--- config.mk ---
export PLATFORM = sky130hd
export DESIGN_NAME = router_out_reader
export DESIGN_NICKNAME = d
export VERILOG_FILES = /design/src/rtl/router_out_reader.sv
export SDC_FILE = /design/constraint.sdc
export NUM_CORES = 1
export LEC_CHECK = 0
export BUFFER_PORTS_ARGS = -buffer_cell sky130_fd_sc_hd__clkbuf_2
export CAP_MARGIN = 20
export CORE_MARGIN = 2
export CORE_UTILIZATION = 40
export DETAILED_ROUTE_END_ITERATION = 12
export GPL_ROUTABILITY_DRIVEN = 0
export PLACE_DENSITY = 0.59
export REMOVE_ABC_BUFFERS = 1
export SLEW_MARGIN = 20
export SYNTH_ARGS = -nofsm -noshare
export SYNTH_HDL_FRONTEND = slang
export SYNTH_SLANG_ARGS = --single-unit
--- constraint.sdc ---
create_clock -name clk -period 2.7 [get_ports clk]
set_input_delay 0.405 -clock clk [delete_from_list [all_inputs] [get_ports clk]]
set_output_delay 0.405 -clock clk [all_outputs]
set_load 0.1 [all_outputs]
--- src/rtl/router_out_reader.sv ---
// ---------------------------------------------------------------------------
// router_out_reader
//
// Destination-side consumer for one router output port. It watches the
// router's vld_out, drives read_enb back into the router FIFO and pops one
// packet at a time: a header byte {len[7:2], addr[1:0]}, len payload bytes
// and a trailing parity byte. Payload bytes are streamed out and the parity
// and address are checked. A router soft reset (sft_rst) aborts the packet.
//
// Parameters
//   PORT_ID    Address this reader serves; the header addr field must match.
//   RD_DELAY   Idle cycles between seeing vld_out and the header read (0..27).
//
// Ports
//   clk         in   1  Clock.
//   rst         in   1  Synchronous reset, active-low.
//   vld_out     in   1  Router output FIFO not empty.
//   sft_rst     in   1  Router soft reset for this port (timeout flush).
//   data_in     in   8  Router FIFO data, valid 1 cycle after read_enb.
//   read_enb    out  1  Registered FIFO read request.
//   byte_out    out  8  Payload byte.
//   byte_valid  out  1  1-cycle qualifier for byte_out.
//   len_out     out  6  Payload length of the current packet.
//   pkt_done    out  1  1-cycle pulse when the parity byte is captured.
//   pkt_err     out  1  With pkt_done: parity mismatch.
//   addr_err    out  1  With pkt_done: header addr != PORT_ID.
//   pkt_abort   out  1  1-cycle pulse: packet discarded due to sft_rst.
//   busy        out  1  FSM not idle.
// ---------------------------------------------------------------------------
module router_out_reader #(
    parameter logic [1:0]  PORT_ID  = 2'd0,
    parameter int unsigned RD_DELAY = 0
) (
    input  logic       clk,
    input  logic       rst,
    input  logic       vld_out,
    input  logic       sft_rst,
    input  logic [7:0] data_in,
    output logic       read_enb,
    output logic [7:0] byte_out,
    output logic       byte_valid,
    output logic [5:0] len_out,
    output logic       pkt_done,
    output logic       pkt_err,
    output logic       addr_err,
    output logic       pkt_abort,
    output logic       busy
);

    typedef enum logic [2:0] {
        S_IDLE,
        S_WAIT,
        S_HDR_RD,
        S_HDR_CAP,
        S_BODY,
        S_DONE
    } state_t;

    // Last value of the delay counter before the header read goes out.
    localparam logic [4:0] DLY_LAST = (RD_DELAY > 0) ? 5'(RD_DELAY - 1) : 5'd0;

    state_t     state_q, state_d;
    logic [4:0] dly_q, dly_d;
    logic [6:0] issued_q, issued_d;       // body reads issued (payload + parity)
    logic [6:0] rx_cnt_q, rx_cnt_d;       // body bytes captured
    logic [6:0] remaining_q, remaining_d; // len + 1
    logic [7:0] par_acc_q, par_acc_d;     // header ^ payload
    logic [1:0] addr_q, addr_d;
    logic [5:0] len_q, len_d;
    logic       rd_q, rd_d;               // capture strobe: read_enb delayed 1
    logic       read_enb_q, read_enb_d;
    logic [7:0] byte_out_q, byte_out_d;
    logic       byte_valid_q, byte_valid_d;
    logic       pkt_done_q, pkt_done_d;
    logic       pkt_err_q, pkt_err_d;
    logic       addr_err_q, addr_err_d;
    logic       pkt_abort_q, pkt_abort_d;

    logic [6:0] rx_nxt;
    assign rx_nxt = rx_cnt_q + 7'd1;

    // NOTE: every variable gets a default at the top of the block so no path
    // leaves one unassigned; that is what keeps this block free of latches.
    always_comb begin
        state_d      = state_q;
        dly_d        = dly_q;
        issued_d     = issued_q;
        rx_cnt_d     = rx_cnt_q;
        remaining_d  = remaining_q;
        par_acc_d    = par_acc_q;
        addr_d       = addr_q;
        len_d        = len_q;
        rd_d         = read_enb_q;
        read_enb_d   = 1'b0;
        byte_out_d   = byte_out_q;
        byte_valid_d = 1'b0;
        pkt_done_d   = 1'b0;
        pkt_err_d    = 1'b0;
        addr_err_d   = 1'b0;
        pkt_abort_d  = 1'b0;

        if (state_q != S_IDLE && sft_rst) begin
            // Router flushed its FIFO: drop everything, including the
            // capture of a read that is already in flight.
            state_d     = S_IDLE;
            rd_d        = 1'b0;
            pkt_abort_d = 1'b1;
        end else begin
            case (state_q)
                S_IDLE: begin
                    if (vld_out) begin
                        dly_d = 5'd0;
                        if (RD_DELAY == 0) begin
                            state_d    = S_HDR_RD;
                            read_enb_d = 1'b1;
                        end else begin
                            state_d = S_WAIT;
                        end
                    end
                end
                S_WAIT: begin
                    if (dly_q == DLY_LAST) begin
                        state_d    = S_HDR_RD;
                        read_enb_d = 1'b1;
                    end else begin
                        dly_d = dly_q + 5'd1;
                    end
                end
                S_HDR_RD: begin
                    // read_enb is high in this state; header arrives next cycle.
                    state_d = S_HDR_CAP;
                end
                S_HDR_CAP: begin
                    len_d       = data_in[7:2];
                    addr_d      = data_in[1:0];
                    remaining_d = {1'b0, data_in[7:2]} + 7'd1;
                    par_acc_d   = data_in;
                    issued_d    = 7'd0;
                    rx_cnt_d    = 7'd0;
                    state_d     = S_BODY;
                end
                S_BODY: begin
                    if (vld_out && (issued_q < remaining_q)) begin
                        read_enb_d = 1'b1;
                        issued_d   = issued_q + 7'd1;
                    end
                    if (rd_q) begin
                        rx_cnt_d = rx_nxt;
                        if (rx_nxt <= {1'b0, len_q}) begin
                            byte_out_d   = data_in;
                            byte_valid_d = 1'b1;
                            par_acc_d    = par_acc_q ^ data_in;
                        end else begin
                            // Parity byte: XOR of header, payload and parity is 0.
                            pkt_done_d = 1'b1;
                            pkt_err_d  = ((par_acc_q ^ data_in) != 8'd0);
                            addr_err_d = (addr_q != PORT_ID);
                            state_d    = S_DONE;
                        end
                    end
                end
                S_DONE: begin
                    state_d = S_IDLE;
                end
                default: begin
                    state_d = S_IDLE;
                end
            endcase
        end
    end

    // NOTE: state registers use non-blocking assignments only, so every flop
    // samples the pre-edge values regardless of statement order.
    always_ff @(posedge clk) begin
        if (!rst) begin
            state_q      <= S_IDLE;
            dly_q        <= 5'd0;
            issued_q     <= 7'd0;
            rx_cnt_q     <= 7'd0;
            remaining_q  <= 7'd0;
            par_acc_q    <= 8'd0;
            addr_q       <= 2'd0;
            len_q        <= 6'd0;
            rd_q         <= 1'b0;
            read_enb_q   <= 1'b0;
            byte_out_q   <= 8'd0;
            byte_valid_q <= 1'b0;
            pkt_done_q   <= 1'b0;
            pkt_err_q    <= 1'b0;
            addr_err_q   <= 1'b0;
            pkt_abort_q  <= 1'b0;
        end else begin
            state_q      <= state_d;
            dly_q        <= dly_d;
            issued_q     <= issued_d;
            rx_cnt_q     <= rx_cnt_d;
            remaining_q  <= remaining_d;
            par_acc_q    <= par_acc_d;
            addr_q       <= addr_d;
            len_q        <= len_d;
            rd_q         <= rd_d;
            read_enb_q   <= read_enb_d;
            byte_out_q   <= byte_out_d;
            byte_valid_q <= byte_valid_d;
            pkt_done_q   <= pkt_done_d;
            pkt_err_q    <= pkt_err_d;
            addr_err_q   <= addr_err_d;
            pkt_abort_q  <= pkt_abort_d;
        end
    end

    assign read_enb   = read_enb_q;
    assign byte_out   = byte_out_q;
    assign byte_valid = byte_valid_q;
    assign len_out    = len_q;
    assign pkt_done   = pkt_done_q;
    assign pkt_err    = pkt_err_q;
    assign addr_err   = addr_err_q;
    assign pkt_abort  = pkt_abort_q;
    assign busy       = (state_q != S_IDLE);

endmodule

==> results.json <==
{
  "max_stage_delay_ns": 0.42,
  "cp.required_ns": 2.93,
  "rsz0062_at_grt": "no",
  "yosys.cell_types.count": 53,
  "critical_path_arrival_ns": 2.76,
  "critical_path.startpoint": "rx_cnt_q[2]$_SDFFE_PN0P_",
  "synthToLayoutAreaGrowth_pct": 15.3,
  "yosysWarnings": 0,
  "path_cells": "nand3_1 > nor2_1 > xor2_1 > ha_1 > nand3_1 > a21o_1 > a21o_1 > a31oi_4 > o22ai_1 > a21o_1",
  "regArea_um2": 1200,
  "multi_input_area_um2": 1840,
  "worstSetupPathType": "reg2reg",
  "grt_usage_pct": 19.1,
  "vias": 2733,
  "cp-start-kind": "flop",
  "vias_per_cell": 5.27,
  "power_mw": 1.99,
  "syn_inst": 382,
  "clock_sinks": 60,
  "antenna_found_initial": 0,
  "ant_nets": 0,
  "synth_edf_count": 0,
  "clkLatencyLatePin_ns": 0.34,
  "r2r_start": "rx_cnt_q[2]$_SDFFE_PN0P_",
  "synth_area_leaders": "dfxtp_1 (38%), ha_1 (6.7%), nor2_1 (5.3%), nand2_1 (5.2%), xor2_1 (4.1%)",
  "cellPowerDensity_nw_per_um2": 540,
  "die_w_um": 93.4,
  "netlist_area_um2": 3200,
  "remaining_drc_errors": 0,
  "fin_crit_ns": 2.52,
  "numCtsBuffers": 9,
  "yosysMostFrequentCell": "dfxtp_1",
  "grt_pass1_wl_mm": 13.1,
  "max-cap-violations": 0,
  "ys_seq_area_share_pct": 37.6,
  "fin_skew_ns": 0.00770,
  "cp-end-kind": "flop",
  "postCtsSetupBuffers": 0,
  "wl_mm": 7.61,
  "placed_area_um2": 3440,
  "dp_hpwl_mm": 5.26,
  "vdd_drop_max_mv": 0.233,
  "rows": 32,
  "min_path_type": "in2reg",
  "fillers": 763,
  "path_clk_slew_ns": 0.07,
  "fin_nets": 441,
  "wire_per_inst_um": 14.7,
  "worst_pin_slew_ns": 0.787,
  "layout-drive-gt1-share_pct": 17.0,
  "dr.first_iter.drc_count": 105,
  "yosys.area.top_type": "dfxtp_1",
  "drt_pass1_iterations": 4,
  "status": "finished clean",
  "final_hold_viol_count": 0,
  "slew_headroom_pct": 47.4,
  "cts_root_buf": "clkbuf_8",
  "fmax_mhz": 397,
  "synthArstFlopShare_pct": 0,
  "portBuffers": 32,
  "dieArea_um2": 8720,
  "p_leak_nw": 1.46,
  "setup_tns_ns": 0,
  "avgSynthCellArea_um2": 8.37,
  "synth-main-ff-cell": "dfxtp_1",
  "diodes": 0,
  "synth_seq_cells": 60,
  "clk_path_buf_depth": 2,
  "critPathBufInv": 0,
  "grt_max_degree": 31,
  "hp-start": "data_in[0]",
  "finalSetupViolations": 0,
  "cts_tree": "built",
  "start_util_pct": 41.4,
  "slew_violations": 0,
  "synth_common_cells": "dfxtp_1 (60), nor2_1 (45), nand2_1 (44)",
  "grt_pass1_vias": 2660,
  "slowest_stage": "dfxtp_1",
  "crit_family": "compound AO/OA/AOI/OAI gates",
  "die_h_um": 93.4,
  "yosysTopAreaCellShare_pct": 37.6,
  "design.core.area_um2": 7730,
  "crit_fanout": 8,
  "grt_overflow": 0,
  "cpMostUsedCell": "a21o_1",
  "final_core_util_pct": 47.7,
  "design_area_um2": 3680,
  "ioPinCount": 33,
  "fin_crit_sh_pct": 93.4,
  "htree_levels": 3
}
-- timing repair --
action	in CTS	in global routing
gates resized for setup	0	3
setup endpoints to repair	0	4
hold buffers	0	0
-- state kept, by name, summed over array words and instances, names as in the netlist --
name / count
addr_q: 2
pkt_done: 1
addr_err: 1
state_q: 3
rx_cnt_q: 7
byte_out: 8
pkt_err: 1
par_acc_q: 8
issued_q: 7
dly_q: 5
pkt_abort: 1
rd_q: 1
remaining_q: 7
read_enb: 1
len_out: 6
byte_valid: 1
-- metrics by stage --
stage | setup WS, ns | hold WS (ns) | std cells
finish | 0.179 | 0.353 | 519
global route | 0.0263 | 0.381 | 519
CTS | 0.160 | 0.334 | 519
detailed placement | 0.200 | 0.454 | 503
global placement | 0.290 | 0.446 | 503
floorplan | 0.137 | 0.434 | 362
-- worst reg2reg max path: stages (launching register included) --
cell     delay, ns
dfxtp_1       0.42
nand3_1       0.19
nor2_1        0.17
xor2_1        0.10
ha_1          0.30
nand3_1       0.12
a21o_1        0.18
a21o_1        0.23
a31oi_4       0.35
o22ai_1       0.16
a21o_1        0.19
-- power breakdown --
part           total (mW)  internal (mW)  switching [mW]
registers           0.900          0.891         0.00877
clock network       0.951          0.592           0.359
logic               0.139         0.0365           0.103
total                1.99           1.52           0.470
-- final cells by class --
class / count / area share, %
clock buffer: 12 / 4.48
clock inverter: 4 / 1.90
inverter: 17 / 1.73
multi-input combinational: 285 / 50.0
sequential: 60 / 32.6
tap: 102 / 3.46
timing repair buffer: 39 / 5.77
-- cell families (layout without fill, tap and decap cells) --
kind of cell / count (synthesis) / in the layout / share of synthesized area [%]
fa+ha+maj: 17 / 17 / 6.66
compound gates: 91 / 91 / 19.4
buf+inv: 37 / 72 / 5.05
flops: 60 / 60 / 37.6
mux: 8 / 8 / 2.51
xor+xnor: 24 / 24 / 6.81
simple gates: 145 / 145 / 22.0
-- placed cells by master (no fill, tap or decap), types with 3 or more instances in the layout --
cell type,n
nor3_1,7
nand4_1,5
nand3_1,13
a211o_1,7
buf_4,7
o21ai_0,16
nor2_1,45
inv_1,17
and3_1,6
o211ai_1,8
ha_1,16
nand2b_1,3
a211oi_1,4
a21oi_1,26
a22oi_1,3
nand2_1,44
mux2i_1,8
dfxtp_1,59
xor2_1,15
a21o_1,8
o2bb2ai_1,7
clkbuf_2,32
clkbuf_8,12
xnor2_1,8
-- layer usage --
layer / global-route usage [%] / vias up / wire, um
met3: 4.27 / 10 / 334
met5: 0 / - / 0
met1: 26.6 / 1265 / 3850
met2: 28.7 / 57 / 3320
li1: - / 1401 / -
met4: 7.11 / 0 / 106
-- final timing paths --
check | end | slack [ns] | cells past startpoint
setup / recovery | par_acc_q[7]$_SDFFE_PN0P_ | 0.18 | 10
hold / removal | addr_q[0]$_SDFFE_PN0P_ | 0.35 | 3
setup reg to reg | par_acc_q[7]$_SDFFE_PN0P_ | 0.18 | 10
hold reg to reg | addr_q[1]$_SDFFE_PN0P_ | 0.46 | 2
Note: power is estimated with default switching activity, not from simulation.
